--- src/rtl/garbage_sender.sv ---
// garbage_sender: converts line-clear events into queued attack lines emitted as one-hot hole masks.
// Define GARBAGE_BACK_TO_BACK_EN to enable the back-to-back (+1) attack bonus.
module garbage_sender #(
    parameter int unsigned DEPTH      = 4,
    parameter int unsigned GAP_CYCLES = 0,
    parameter int unsigned MAX_ATTACK = 12
) (
    input  logic        clk,
    input  logic        reset,
    input  logic [31:0] rng,
    input  logic        clear_valid,
    input  logic [2:0]  clear_lines,
    input  logic [7:0]  clear_combo,
    input  logic        clear_tspin,
    output logic        bar_valid,
    input  logic        bar_ready,
    output logic [9:0]  bar_mask,
    output logic [5:0]  pending_lines,
    output logic        overflow
);
    localparam int unsigned AW = $clog2(DEPTH);
    localparam int unsigned CW = AW + 1;
    localparam int unsigned TW = $clog2((DEPTH + 1) * 32);
    localparam int unsigned GW = (GAP_CYCLES > 1) ? $clog2(GAP_CYCLES) : 1;

    typedef enum logic [1:0] {S_IDLE, S_LOAD, S_SEND, S_GAP} state_e;

    state_e        state_q, state_d;
    logic [4:0]    cur_count_q, cur_count_d;
    logic [3:0]    cur_hole_q, cur_hole_d;
    logic [GW-1:0] gap_cnt_q, gap_cnt_d;
    logic [8:0]    mem_q [DEPTH];
    logic [AW-1:0] wr_ptr_q, wr_ptr_d, rd_ptr_q, rd_ptr_d;
    logic [CW-1:0] count_q, count_d;
    logic [TW-1:0] pending_q, pending_d;
    logic          overflow_q, overflow_d;

    logic [2:0] lines_sat;
    logic [5:0] base, bonus, b2b_bonus, attack_sum, attack;
    logic [3:0] hole;
    logic       fifo_empty, fifo_full, has_attack, push, pop, handshake;
    logic       unused_rng;

    assign unused_rng = ^rng[31:4];

`ifdef GARBAGE_BACK_TO_BACK_EN
    logic b2b_q, b2b_d, qualify;

    // Only an actual line clear moves the flag; a qualifying clear keeps the chain alive.
    always_comb begin
        qualify   = (lines_sat != 3'd0) && ((lines_sat == 3'd4) || clear_tspin);
        b2b_d     = b2b_q;
        if (clear_valid && (lines_sat != 3'd0)) begin
            b2b_d = qualify;
        end
        b2b_bonus = {5'd0, b2b_q && qualify};
    end

    always_ff @(posedge clk) begin
        if (reset) begin
            b2b_q <= 1'b0;
        end else begin
            b2b_q <= b2b_d;
        end
    end
`else
    always_comb begin
        b2b_bonus = '0;
    end
`endif

    always_comb begin
        lines_sat = (clear_lines > 3'd4) ? 3'd4 : clear_lines;
        if (clear_tspin) begin
            base = {2'b00, lines_sat, 1'b0};
        end else begin
            case (lines_sat)
                3'd2:    base = 6'd1;
                3'd3:    base = 6'd2;
                3'd4:    base = 6'd4;
                default: base = 6'd0;
            endcase
        end
        if (clear_combo >= 8'd6)      bonus = 6'd3;
        else if (clear_combo >= 8'd4) bonus = 6'd2;
        else if (clear_combo >= 8'd2) bonus = 6'd1;
        else                          bonus = 6'd0;
        attack_sum = base + bonus + b2b_bonus;
        attack     = (attack_sum > 6'(MAX_ATTACK)) ? 6'(MAX_ATTACK) : attack_sum;
        hole       = rng[3:0] % 4'd10;
    end

    always_comb begin
        fifo_empty  = (count_q == '0);
        fifo_full   = (count_q == CW'(DEPTH));
        state_d     = state_q;
        cur_count_d = cur_count_q;
        cur_hole_d  = cur_hole_q;
        gap_cnt_d   = gap_cnt_q;
        pop         = 1'b0;
        handshake   = 1'b0;

        case (state_q)
            S_IDLE: begin
                if (!fifo_empty) state_d = S_LOAD;
            end
            S_LOAD: begin
                pop         = 1'b1;
                cur_count_d = mem_q[rd_ptr_q][8:4];
                cur_hole_d  = mem_q[rd_ptr_q][3:0];
                state_d     = S_SEND;
            end
            S_SEND: begin
                if (bar_ready) begin
                    handshake   = 1'b1;
                    cur_count_d = cur_count_q - 5'd1;
                    if (cur_count_q == 5'd1) begin
                        state_d = fifo_empty ? S_IDLE : S_LOAD;
                    end else if (GAP_CYCLES > 0) begin
                        state_d   = S_GAP;
                        gap_cnt_d = GW'(GAP_CYCLES - 1);
                    end
                end
            end
            S_GAP: begin
                if (gap_cnt_q == '0) state_d = S_SEND;
                else                 gap_cnt_d = gap_cnt_q - GW'(1);
            end
            default: state_d = S_IDLE;
        endcase

        // A pop on the same edge frees the slot, so a full FIFO can still accept.
        has_attack = clear_valid && (attack != '0);
        push       = has_attack && (!fifo_full || pop);
        overflow_d = has_attack && fifo_full && !pop;
        wr_ptr_d   = wr_ptr_q + AW'(push);
        rd_ptr_d   = rd_ptr_q + AW'(pop);
        count_d    = count_q + CW'(push) - CW'(pop);
        pending_d  = pending_q + (push ? TW'(attack) : '0) - TW'(handshake);
    end

    always_ff @(posedge clk) begin
        if (reset) begin
            state_q     <= S_IDLE;
            cur_count_q <= '0;
            cur_hole_q  <= '0;
            gap_cnt_q   <= '0;
            wr_ptr_q    <= '0;
            rd_ptr_q    <= '0;
            count_q     <= '0;
            pending_q   <= '0;
            overflow_q  <= 1'b0;
        end else begin
            state_q     <= state_d;
            cur_count_q <= cur_count_d;
            cur_hole_q  <= cur_hole_d;
            gap_cnt_q   <= gap_cnt_d;
            wr_ptr_q    <= wr_ptr_d;
            rd_ptr_q    <= rd_ptr_d;
            count_q     <= count_d;
            pending_q   <= pending_d;
            overflow_q  <= overflow_d;
        end
    end

    always_ff @(posedge clk) begin
        if (push) begin
            mem_q[wr_ptr_q] <= {attack[4:0], hole};
        end
    end

    always_comb begin
        bar_valid     = (state_q == S_SEND);
        bar_mask      = bar_valid ? (10'd1 << cur_hole_q) : '0;
        pending_lines = (pending_q > TW'(63)) ? 6'd63 : pending_q[5:0];
        overflow      = overflow_q;
    end
endmodule

--- config.mk ---
export PLATFORM = sky130hd
export DESIGN_NAME = garbage_sender
export DESIGN_NICKNAME = d
export VERILOG_FILES = /design/src/rtl/garbage_sender.sv
export SDC_FILE = /design/constraint.sdc
export NUM_CORES = 1
export LEC_CHECK = 0
export CORE_ASPECT_RATIO = 1.1
export CORE_MARGIN = 4
export CORE_UTILIZATION = 56
export CTS_CLUSTER_SIZE = 30
export DETAILED_ROUTE_END_ITERATION = 10
export PLACE_DENSITY = 0.95
export SLEW_MARGIN = 25
export SYNTH_ARGS = -nofsm -noshare
export SYNTH_HDL_FRONTEND = slang
export SYNTH_SLANG_ARGS = --single-unit
--- constraint.sdc ---
create_clock -name clk -period 7.7 [get_ports clk]
set_input_delay 1.925 -clock clk [delete_from_list [all_inputs] [get_ports clk]]
set_output_delay 1.925 -clock clk [all_outputs]
set_load 0.1 [all_outputs]
Word-level counts from Yosys, hierarchy flattened:

Memory sizes are Yosys's and may differ from the RTL's. A register that Yosys moved wholly into a read port is not among the register bits.
Cells that the tools add are included.

* add/subtract/negate cells: 9
* divide/modulo/power cells: 1
* $lt $le $gt $ge: 6
* equal/unequal tests: 12
* shift-type cells: 1
* multiplexer cells: 25
* reductions and logical operators: 13

Operator list (number)
* $mux W6: 3
* $ge A8 B3 Y1 const B: 2
* $mux W2: 7
* $mux W10: 1
* $pmux W5 S2: 1
* $shl A1 B4 Y10 const A: 1
* $pmux W3 S3: 1
* $add A8 B6 Y8: 1
* $ge A8 B2 Y1 const B: 1
* $gt A8 B6 Y1 const B: 1
* $mux W1: 8
* $pmux W2 S4: 1
* $sub A8 B1 Y8: 1
* $add A6 B6 Y6: 1
* $eq A3 B2 Y1 const B: 2
* $eq A3 B3 Y1 const B: 2
* $gt A6 B4 Y1 const B: 1
* $reduce_bool A6 Y1: 1
* $eq A5 B1 Y1 const B: 1
* $mux W5: 1
* $sub A5 B1 Y5 const B: 1
* $add A2 B1 Y2: 2
* $eq A2 B2 Y1 const B: 2
* $logic_and A1 B1 Y1: 4
* other kinds (17): 20

* register bits: 28
* memory bits (writable): 36
* input port bits: 48
* output and inout port bits: 18
* word-level logic and storage cells: 77
* memories: 1

Memory list
* mem_q: words 4, bits a word 9, rd ports 1, clocked after Yosys merged registers in 1, wr ports 1, line 32 `logic [8:0] mem_q [DEPTH];`

Longest topological paths before layout:

Gate-level depths: netlist (run 1).

* depth in word-level cells: 14
* gate-level depth with buffers: 16
* mapped depth without buffers: 16

Worst setup path before layout (run 1):

Ideal clock, no wire load.

* path type: register to output
* start: reg state_q[0]
* end: out bar_mask[0]
* data arrival time: 3694 ps
* setup slack: 2081 ps
* stages on the path, launching flop included: 4
* buffers on the path: 0
* path through: dfxtp_1 and2b_1 or3b_2 nor3_1

* longest elaborated chain between the ends: 2

Ends and longest elaborated chain
* start, declared: line 28 `state_e state_q, state_d;`
* start signal, assigned: line 154 `state_q <= state_d;`
* $eq A2 B2 Y1: line 173 `bar_valid = (state_q == S_SEND);`
* net bar_valid: line 15 `output logic bar_valid,`
* $mux W10: line 174 `bar_mask = bar_valid ? (10'd1 << cur_hole_q) : '0;`
* end, declared: line 17 `output logic [9:0] bar_mask,`

The timed path passes the listed nets, and every way through them passes these cells.

Final worst setup path (run 1):

* start: in clear_combo[6]
* end: reg pending_q[5]

* longest elaborated chain between the ends: 13

Ends and longest elaborated chain
* start, declared: line 13 `input logic [7:0] clear_combo,`
* $ge A8 B2 Y1: line 86 `else if (clear_combo >= 8'd2) bonus = 6'd1;`
* $mux W1: line 86
* $mux W2: line 85 `else if (clear_combo >= 8'd4) bonus = 6'd2;`
* $mux W2 *: line 84 `if (clear_combo >= 8'd6) bonus = 6'd3;`
* $add A6 B6 Y6 *: line 88 `attack_sum = base + bonus + b2b_bonus;`
* $gt A6 B4 Y1: line 89 `attack = (attack_sum > 6'(MAX_ATTACK)) ? 6'(MAX_ATTACK) : attack_sum;`
* $mux W6 *: line 89
* $reduce_bool A6 Y1: line 133 `has_attack = clear_valid && (attack != '0);`
* $logic_and A1 B1 Y1: line 133
* $logic_and A1 B1 Y1: line 134 `push = has_attack && (!fifo_full || pop);`
* $mux W6 *: line 139 `pending_d = pending_q + (push ? TW'(attack) : '0) - TW'(handshake);`
* $add A8 B6 Y8 *: line 139
* $sub A8 B1 Y8 *: line 139
* end signal, assigned: line 161 `pending_q <= pending_d;`
* end, declared: line 35 `logic [TW-1:0] pending_q, pending_d;`

Mark *: on every way between the ends. The rest lies on a longest branch, timed or not.
A chain may end at the register's enable or synchronous reset.

==> impl_metrics.env, run 1 <==
export IMPL_synth_compound_area_share_pct=9.03
export IMPL_routed_wl_mm=6.39
export IMPL_cts_setup_buffers=0
export IMPL_synth_cell_area_sq_um=3310
export IMPL_use_met3_pct=4.89
export IMPL_cts_tree="done"
export IMPL_cts_path_max_buffers=2
export IMPL_critPathRequiredTime_ns=7.97
export IMPL_rows=29
export IMPL_synth_edf_count=36
export IMPL_cts_sinks=63
export IMPL_n_antenna_cell=0
export IMPL_power_leakage_uw=0.00154
export IMPL_switching_share_pct=41.4
export IMPL_grt_busiest_layer="met2"
export IMPL_layout_min_cycle_time_ns=5.95
export IMPL_path_clk_slew_ns=0.07
export IMPL_internal_power_uw=936
export IMPL_min_path_type="reg2reg"
export IMPL_switchingPower_uw=660
export IMPL_dieArea_sq_um=7210
export IMPL_die_w_um=81.3
export IMPL_setup_viol=0
export IMPL_fin_tns_setup_ns=0
export IMPL_postSynth_asyncResetShare_pct=0
export IMPL_r2r_slack_ns=4.77
export IMPL_peakVddDrop_mv=0.395
export IMPL_r2r_start="state_q[0]"
export IMPL_timing_slew_headroom_pct=34.5
export IMPL_worstHoldStart="cur_hole_q[2]"
export IMPL_nets=417
export IMPL_finalHoldViolCount=0
export IMPL_tightest_slew_ns=0.979
export IMPL_finalCritPeriodShare_pct=77.3
export IMPL_synthAdderAreaFrac_pct=10.1
export IMPL_drc=0
export IMPL_place_congestion=0.815
export IMPL_ys_types=52
export IMPL_grt_pass1_wl_mm=10.8
export IMPL_drv_cap=0
export IMPL_max_clock_freq_mhz=168
export IMPL_die_y_um=88.7
export IMPL_path_class="in2reg"
export IMPL_place_hpwl_mm=4.67
export IMPL_dr_pass1_iters=4
export IMPL_global_route_usage_met2_pct=36.1
export IMPL_area_growth_pct=21.9
export IMPL_num_vias=2365
export IMPL_pwr_share_seq_pct=31.7
export IMPL_cts_buffers_inserted=9
export IMPL_power_share_clock_pct=21.8
export IMPL_final_antenna_net_count=0
export IMPL_track_usage_pct=20.1
export IMPL_postLayoutCellArea_sq_um=4040
export IMPL_grt_max_degree=36
export IMPL_ctsResizeCount=0
export IMPL_antenna_found_initial=0
export IMPL_cp_data_arrival_time_ns=6.22
export IMPL_portBuffers=36
export IMPL_hold_buffers=0
export IMPL_yosys_area_share_simple_pct=18.4
export IMPL_muxShareOfSynthArea_pct=6.46
export IMPL_synthXorXnorAreaFrac_pct=2.38
export IMPL_wl_per_cell_um=15.0
export IMPL_synth_top_family_by_area="simple AND/OR/NAND/NOR gates"
export IMPL_clock_root_buffer="clkbuf_8"
export IMPL_place_area_sq_um=3780
export IMPL_ys_ff_latch=63
export IMPL_syn_area_per_cell_sq_um=11.2
export IMPL_cp_start_kind="primary input"
export IMPL_yosys_warnings=0
export IMPL_cp_end_kind="register"
export IMPL_p_per_area_nw_per_um2=395
export IMPL_crit_start="clear_combo[6]"
export IMPL_grt_pass1_vias=2417
export IMPL_ioPinCount=66
export IMPL_start_util_pct=57.4
export IMPL_coreArea_sq_um=5770
export IMPL_cp_max_fo=10
export IMPL_synth_main_ff_cell="edfxtp_1"
export IMPL_drtIter0Drc=111
export IMPL_met1_usage_pct=23.2
export IMPL_slew_viol_final=0
export IMPL_syn_inst=297
export IMPL_fin_skew_ns=0.0110
export IMPL_ys_seq_area_share_pct=48.9
export IMPL_status="completed"
export IMPL_clkLatencyLatePin_ns=0.34
export IMPL_power_frac_comb_pct=46.5
export IMPL_rsz0062_at_grt="false"
export IMPL_drive_gt1_share_pct=11.5
export IMPL_overflow=0
export IMPL_h_tree_depth=3
export IMPL_viasPerCell=5.55
metrics by stage:
stage          hold slack [ns]  power [uW]  setup slack (ns)  std cells  utilization, %
2_1_floorplan            0.452        1090              2.08        300               -
3_3_place_gp             0.461        1220              1.54        410            65.6
3_5_place_dp             0.473        1250              1.44        410            65.6
4_1_cts                  0.483        1600              1.79        426            69.9
5_1_grt                  0.526        1710              1.48        426            70.0
6_report                 0.481        1600              1.75        426            70.0
worst max-delay path, cell delays in order:
cell and delay [ns]:
clkdlybuf4s50_1 0.39, or4_1 0.52, or3_1 0.33, ha_1 0.20
inv_1 0.07, fa_1 0.22, and3b_4 0.23, o41ai_4 0.61
nand3b_1 0.20, ha_1 0.23, inv_1 0.10, ha_1 0.25
a211oi_1 0.25, nor2_1 0.12, or4_1 0.47, o211ai_1 0.10
routing by layer:
metal  routed length, um  vias up
li1                    -     1157
met5                   0        -
met3                 319        9
met1                2670     1130
met2                3290       69
met4                 110        0
sequential cells by signal, summed over array words and instances (netlist names):
name         count
rd_ptr_q         2
count_q          3
overflow         1
pending_q        8
cur_count_q      5
state_q          2
wr_ptr_q         2
mem_q           36
cur_hole_q       4
cells in the mapped netlist, types with 3 or more instances:
cell	n	area share (%)
edfxtp_1	36	33
inv_1	31	3.5
dfxtp_1	27	16
nand2_1	27	3.1
ha_1	22	8.3
nor2_1	21	2.4
a21oi_1	13	2.0
nor3_1	11	1.7
mux4_2	9	6.1
nor2b_1	8	1.5
nand2b_1	6	1.1
xnor2_1	6	1.6
a221oi_1	5	1.3
nand3_1	5	0.76
nand3b_1	5	1.1
clkbuf_1	4	0.45
nor4b_1	4	1.1
o21ai_0	4	0.60
a211oi_1	3	0.68
and2_1	3	0.57
fa_1	3	1.8
or3b_2	3	0.79
or4_1	3	0.68
xor2_1	3	0.79
kinds of logic (layout without fill, tap and decap cells):
group | after synthesis | after routing
buffers and inverters | 38 | 87
and+or+nand+nor | 109 | 109
other | 2 | 5
AOI/OAI and AO/OA | 41 | 41
muxes | 10 | 10
xor gates and xnor gates | 9 | 9
DFF | 63 | 63
adders and majority gates | 25 | 25
area by class of cell:
type	instances	area (sq um)
repair buffers	40	390
flip-flops and latches	63	1620
inverters	31	116
multi-input cells	199	1570
clock buffers	9	124
clock inverters	7	121
fillers	405	1730
well taps	77	96.3
cells in the final DEF (no fill, tap or decap), types with 3 or more instances in the layout:
cell type / synthesis / layout
nor2_1: 21 / 21
mux4_2: 9 / 9
nand3_1: 5 / 5
dfxtp_1: 27 / 27
inv_1: 31 / 31
nand2b_1: 6 / 6
nor4b_1: 4 / 3
ha_1: 22 / 22
xor2_1: 3 / 3
nor3_1: 11 / 11
a211oi_1: 3 / 3
edfxtp_1: 36 / 36
fa_1: 3 / 3
or4_1: 3 / 3
a21oi_1: 13 / 13
nand2_1: 27 / 27
nor2b_1: 8 / 8
conb_1: 2 / 5
xnor2_1: 6 / 6
clkdlybuf4s50_1: 0 / 36
clkbuf_8: 0 / 9
or3b_2: 3 / 3
nand3b_1: 5 / 5
a221oi_1: 5 / 5
bufinv_16: 0 / 3
buf_4: 1 / 4
and2_1: 3 / 3
o21ai_0: 4 / 4
clkinv_4: 0 / 3
worst paths after layout:
| check | endpoint | depth (start not counted) |
|---|---|---|
| hold reg to reg | cur_hole_q[2] | 2 |
| hold / removal | cur_hole_q[2] | 2 |
| setup reg to reg | pending_q[7] | 9 |
| setup / recovery | pending_q[5] | 16 |
power by group through the flow:
stage	Clock, uW	Sequential [uW]	Combinational [uW]
floorplan	0	479	610
global placement	0	505	712
detailed placement	0	514	738
CTS	355	506	744
global route	372	517	823
finish	349	506	741
Power figures use the tool's default switching activity.
==> run 2, diff against run 1 <==
--- a/config.mk
+++ b/config.mk
@@ -7,10 +7,10 @@
 export LEC_CHECK = 0
 export CORE_ASPECT_RATIO = 1.1
 export CORE_MARGIN = 4
-export CORE_UTILIZATION = 56
+export CORE_UTILIZATION = 52
 export CTS_CLUSTER_SIZE = 30
 export DETAILED_ROUTE_END_ITERATION = 10
-export PLACE_DENSITY = 0.95
+export PLACE_DENSITY = 0.89
 export SLEW_MARGIN = 25
 export SYNTH_ARGS = -nofsm -noshare
 export SYNTH_HDL_FRONTEND = slang
==> constraint.sdc (replaced) <==
create_clock -name clk -period 6.02 [get_ports clk]
set_input_delay 1.505 -clock clk [delete_from_list [all_inputs] [get_ports clk]]
set_output_delay 1.505 -clock clk [all_outputs]
set_load 0.1 [all_outputs]
==> impl_metrics.env, run 2 (synthesis results as in run 1) <==
export IMPL_reg2reg_depth=10
export IMPL_largest_reg_flops=36
export IMPL_whs_endpoint="cur_hole_q[2]"
export IMPL_coreArea_sq_um=6190
export IMPL_nets=418
export IMPL_final_cell_mix="36 x edfxtp_1, 35 x clkdlybuf4s50_1, 31 x inv_1, 27 x nand2_1, 27 x dfxtp_1"
export IMPL_crit_slowest_cell="or4_1"
export IMPL_critPathRequiredTime_ns=6.28
export IMPL_path_clk_slew_ns=0.07
export IMPL_worstReg2RegEnd="pending_q[5]"
export IMPL_clkLatencyLatePin_ns=0.33
export IMPL_cts_path_max_buffers=2
export IMPL_worstHoldStart="cur_hole_q[2]"
export IMPL_setup_viol=0
export IMPL_portBuffers=36
export IMPL_track_usage_pct=17.1
export IMPL_crit_chain="clkdlybuf4s50_1, or4_1, or3_1, ha_1, inv_1, fa_1, and3b_4, o41ai_4, buf_4, nand3b_1, ha_1, inv_1, ha_1, a211oi_1, nor2_1, or4_1, o211ai_1"
export IMPL_n_antenna_cell=0
export IMPL_drv_cap=0
export IMPL_min_path_cells=2
export IMPL_clock_root_buffer="clkbuf_8"
export IMPL_dieArea_sq_um=7710
export IMPL_finalHoldViolCount=0
export IMPL_peakVddDrop_mv=0.328
export IMPL_drtIter0Drc=104
export IMPL_cts_sinks=63
export IMPL_start_util_pct=53.5
export IMPL_crit_path_frequent_cell="ha_1"
export IMPL_r2r_start="state_q[1]"
export IMPL_cp_data_arrival_time_ns=5.67
export IMPL_final_common_cell="edfxtp_1"
export IMPL_antenna_found_initial=0
export IMPL_rows=30
export IMPL_hold_buffers=0
export IMPL_h_tree_depth=3
export IMPL_die_y_um=91.7
export IMPL_finalCritPeriodShare_pct=90.0
export IMPL_power_leakage_uw=0.00152
export IMPL_status="completed"
export IMPL_rsz0062_at_grt="false"
export IMPL_cts_buffers_inserted=9
export IMPL_fin_skew_ns=0.00571
export IMPL_cts_setup_buffers=0
export IMPL_cp_start_kind="primary input"
export IMPL_viasPerCell=5.48
export IMPL_postLayoutCellArea_sq_um=4000
export IMPL_cpPeakStageDelay_ns=0.52
export IMPL_tightest_slew_ns=0.991
export IMPL_cp_end_kind="register"
export IMPL_drc=0
export IMPL_wl_per_cell_um=14.3
export IMPL_top_register="mem_q"
export IMPL_layout_min_cycle_time_ns=5.42
export IMPL_p_total_uw=1990
export IMPL_r2r_slack_ns=3.08
export IMPL_min_path_type="reg2reg"
export IMPL_cts_tree="done"
export IMPL_area_growth_pct=20.8
export IMPL_place_congestion=0.872
export IMPL_max_clock_freq_mhz=185
export IMPL_path_class="in2reg"
export IMPL_reg_top3="mem_q: 36 flops, pending_q: 8 flops, cur_count_q: 5 flops"
export IMPL_timing_slew_headroom_pct=33.7
export IMPL_drive_gt1_share_pct=11.4
export IMPL_place_hpwl_mm=4.61
export IMPL_nFillCells=461
export IMPL_dr_pass1_iters=4
export IMPL_overflow=0
export IMPL_grt_pass1_vias=2355
export IMPL_ctsResizeCount=0
export IMPL_grt_max_degree=36
export IMPL_final_antenna_net_count=0
export IMPL_grt_pass1_wl_mm=10.5
export IMPL_place_area_sq_um=3790
export IMPL_cp_max_fo=8
export IMPL_p_per_area_nw_per_um2=498
export IMPL_die_w_um=84.1
export IMPL_hold_worst_slack_ns=0.487
export IMPL_num_vias=2355
export IMPL_ioPinCount=66
export IMPL_slew_viol_final=0
export IMPL_routed_wl_mm=6.13
export IMPL_fin_tns_setup_ns=0
run 2: changes by cell type in the layout (fill, tap and decap cells not counted), sizes merged:
cell / delta
clkbuf: +1
clkinvlp: +1
clkinv: -1
buf: +2
clkdlybuf4s50: -1
bufinv: -1
run 2: critical path, delay by kind of cell:
kind,cells,cell delay (ns)
buffers and inverters,4,0.75
AOI/OAI and AO/OA,3,0.71
and+or+nand+nor,6,1.81
adders and majority gates,4,0.90
run 2: cell type report:
type	instances	area (sq um)	share of cell area (%)
flip-flops and latches	63	1620	40.5
clock buffers	10	128	3.19
repair buffers	41	393	9.81
clock inverters	6	85.1	2.13
inverters	31	116	2.91
well taps	80	100	2.50
multi-input cells	199	1560	39.0
run 2: how the worst max path moves through the flow:
stage / to / startpoint / slack, ns / cells after the start
after CTS: pending_q[5] / clear_combo[4] / 0.60 / 17
after detailed placement: pending_q[5] / clear_combo[4] / 0.30 / 17
after global placement: pending_q[5] / clear_combo[6] / 0.44 / 17
final: pending_q[5] / clear_combo[6] / 0.60 / 17
after global routing: pending_q[5] / clear_combo[6] / 0.31 / 17
after floorplan: bar_mask[0] / state_q[0] / 0.82 / 3
run 2: per-stage QoR:
step	util, %	std cells	worst slack [ns]
2_1_floorplan	-	300	0.821
3_3_place_gp	61.3	414	0.439
3_5_place_dp	61.2	414	0.300
4_1_cts	64.6	430	0.599
5_1_grt	64.6	430	0.313
6_report	64.6	430	0.604
run 2: report_power, final:
group          internal [uW]  switching (uW)
sequential               557            88.0
clock                    232             160
combinational            364             593
run 2: routing by layer:
metal	vias up	track usage, %	share of wire, %
met1	1105	18.8	40
met5	-	0	0
met4	0	8.85	1.9
met2	79	30.1	52
li1	1160	-	-
met3	11	4.76	5.9
==> run 3, diff against run 2 <==
--- a/config.mk
+++ b/config.mk
@@ -5,13 +5,13 @@
 export SDC_FILE = /design/constraint.sdc
 export NUM_CORES = 1
 export LEC_CHECK = 0
+export ABC_AREA = 1
 export CORE_ASPECT_RATIO = 1.1
 export CORE_MARGIN = 4
 export CORE_UTILIZATION = 52
 export CTS_CLUSTER_SIZE = 30
 export DETAILED_ROUTE_END_ITERATION = 10
 export PLACE_DENSITY = 0.89
-export SLEW_MARGIN = 25
 export SYNTH_ARGS = -nofsm -noshare
 export SYNTH_HDL_FRONTEND = slang
 export SYNTH_SLANG_ARGS = --single-unit
==> impl_metrics.env, run 3 <==
export IMPL_layout_min_cycle_time_ns=4.75
export IMPL_crit_buf_inv=4
export IMPL_die_w_um=85.2
export IMPL_power_leakage_uw=0.00172
export IMPL_drtIter0Drc=185
export IMPL_rows=30
export IMPL_overflow=0
export IMPL_multi_input_area_sq_um=1490
export IMPL_final_cells=514
export IMPL_postSynth_asyncResetShare_pct=0
export IMPL_final_cell_mix="67 x inv_1, 50 x nor2_1, 47 x nand2_1, 36 x clkdlybuf4s50_1, 36 x edfxtp_1"
export IMPL_nFillCells=486
export IMPL_ioPinCount=66
export IMPL_cts_sinks=63
export IMPL_area_growth_pct=17.3
export IMPL_internal_power_uw=1030
export IMPL_yosysMostFrequentCell="inv_1"
export IMPL_power_frac_comb_pct=52.5
export IMPL_fin_skew_ns=0.00600
export IMPL_finalHoldViolCount=0
export IMPL_finish_utilization_pct=63.8
export IMPL_cp_data_arrival_time_ns=5.03
export IMPL_status="completed"
export IMPL_coreArea_sq_um=6270
export IMPL_crit_chain="clkdlybuf4s50_1, nor2_1, nand2_1, or3_1, ha_1, inv_1, fa_1, inv_1, nor2_1, nand3_1, nor2_4, nor2_2, nand3_1, ha_1, inv_1, ha_1, fa_1, nand3_1, nand2_1, a21oi_1, o21a_1"
export IMPL_pwr_share_seq_pct=32.1
export IMPL_timing_slew_headroom_pct=34.5
export IMPL_clkLatencyLatePin_ns=0.33
export IMPL_critPathRequiredTime_ns=6.30
export IMPL_place_area_sq_um=3840
export IMPL_fin_tns_setup_ns=0
export IMPL_yosys_top_cells_count="67 x inv_1, 50 x nor2_1, 47 x nand2_1"
export IMPL_cp_end_kind="register"
export IMPL_reg_top3="mem_q: 36 flops, pending_q: 8 flops, cur_count_q: 5 flops"
export IMPL_cts_setup_buffers=0
export IMPL_cp_start_kind="primary input"
export IMPL_viasPerCell=5.12
export IMPL_grt_pass1_wl_mm=11.2
export IMPL_syn_area_per_cell_sq_um=8.79
export IMPL_final_common_cell="inv_1"
export IMPL_path_class="in2reg"
export IMPL_hold_buffers=0
export IMPL_max_clock_freq_mhz=211
export IMPL_crit_slowest_cell="fa_1"
export IMPL_finalCritPeriodShare_pct=78.9
export IMPL_switchingPower_uw=951
export IMPL_wl_per_cell_um=13.0
export IMPL_clock_root_buffer="clkbuf_8"
export IMPL_p_per_area_nw_per_um2=495
export IMPL_drv_cap=0
export IMPL_cpPeakStageDelay_ns=0.44
export IMPL_yosys_warnings=0
export IMPL_synth_cell_area_sq_um=3410
export IMPL_n_antenna_cell=0
export IMPL_track_usage_pct=18.1
export IMPL_crit_family="adder cells"
export IMPL_synth_area_top_cells="edfxtp_1 32%, dfxtp_1 16%, ha_1 8.1%, inv_1 7.4%, nor2_1 5.5%"
export IMPL_place_congestion=0.859
export IMPL_cts_tree="done"
export IMPL_ys_ff_latch=63
export IMPL_rsz0062_at_grt="false"
export IMPL_synthDominantCellAreaShare_pct=31.7
export IMPL_switching_share_pct=48.0
export IMPL_seqCellArea_sq_um=1620
export IMPL_ys_types=41
export IMPL_nets=503
export IMPL_portBuffers=36
export IMPL_dieArea_sq_um=7920
export IMPL_grt_max_degree=21
export IMPL_setup_viol=0
export IMPL_cts_path_max_buffers=2
export IMPL_drive_gt1_share_pct=9.91
export IMPL_top_register="mem_q"
export IMPL_die_y_um=92.9
export IMPL_place_hpwl_mm=4.89
export IMPL_grt_pass1_vias=2526
export IMPL_min_path_type="reg2reg"
export IMPL_drc=0
export IMPL_routed_wl_mm=6.67
export IMPL_largest_reg_flops=36
export IMPL_postLayoutCellArea_sq_um=4000
export IMPL_dr_pass1_iters=5
export IMPL_ctsResizeCount=0
export IMPL_place_inst=499
export IMPL_tightest_slew_ns=0.979
export IMPL_path_clk_slew_ns=0.07
export IMPL_h_tree_depth=3
export IMPL_power_share_clock_pct=15.4
export IMPL_syn_inst=388
export IMPL_peakVddDrop_mv=0.341
export IMPL_synth_top_area_cell="edfxtp_1"
export IMPL_num_vias=2630
export IMPL_cp_max_fo=4
export IMPL_start_util_pct=54.4
export IMPL_ys_seq_area_share_pct=47.6
export IMPL_cts_buffers_inserted=9
export IMPL_p_total_uw=1980
export IMPL_synth_main_ff_cell="edfxtp_1"
export IMPL_synth_edf_count=36
export IMPL_slew_viol_final=0
export IMPL_antenna_found_initial=0
export IMPL_final_antenna_net_count=0
run 3: changes by cell type in the layout (fill, tap and decap cells not counted), moves of 8 or more:
cell     delta
inv_1      +36
mux4_2      -9
nand2_1    +20
nand3_1    +13
nor2_1     +29
nor2_2      +8
nor2b_1     -8
nor3_1      -8
o21ai_0    +11
o21ai_1    +14
run 3: power groups by stage:
| stage | Sequential (uW) | Combinational, uW | Clock (uW) |
|---|---|---|---|
| CTS | 634 | 1040 | 310 |
| finish | 635 | 1040 | 306 |
| global route | 647 | 1160 | 327 |
| floorplan | 616 | 838 | 0 |
| global placement | 636 | 992 | 0 |
| detailed placement | 642 | 1030 | 0 |
run 3: layout make-up:
cell class              count  area share (%)
repair buffers             36            9.01
flip-flops and latches     63            40.5
clock inverters             6           0.938
multi-input cells         249            37.1
clock buffers               9            3.10
well taps                  80            2.50
inverters                  71            6.79
run 3: stage by stage:
step | setup slack [ns] | hold WS [ns]
2_1_floorplan | 0.577 | 0.475
5_1_grt | 0.963 | 0.543
4_1_cts | 1.27 | 0.505
3_3_place_gp | 1.02 | 0.494
3_5_place_dp | 0.951 | 0.496
6_report | 1.27 | 0.506
run 3: per-layer routing:
metal	track usage [%]	vias to the layer above	wire [um]
met3	4.09	13	403
met1	20.8	1176	2760
met2	31.3	92	3390
met4	8.71	0	122
met5	0	-	0
li1	-	1349	-
run 3: kinds of logic after synthesis:
family | Yosys count | synth area share (%)
simple gates | 149 | 21.1
buf+inv | 79 | 9.21
compound gates | 65 | 10.8
flops | 63 | 47.6
fa+ha+maj | 25 | 9.83
xor+xnor | 5 | 1.28
other cells | 2 | 0.220
run 3: final timing paths:
kind                       start              to  slack [ns]  cells after the start
setup / recovery  clear_combo[4]    pending_q[4]        1.27                     21
hold / removal    cur_count_q[1]  cur_count_q[1]        0.51                      2
setup reg to reg      state_q[0]    pending_q[4]        3.58                     11
hold reg to reg   cur_count_q[1]  cur_count_q[1]        0.51                      2
run 3: tightest hold or removal path, delay by kind of cell (launching register included):
kind             cells  cell delay, ns
flip-flops           1            0.33
AND/OR/NAND/NOR      1            0.08
AO/OA/AOI/OAI        1            0.06
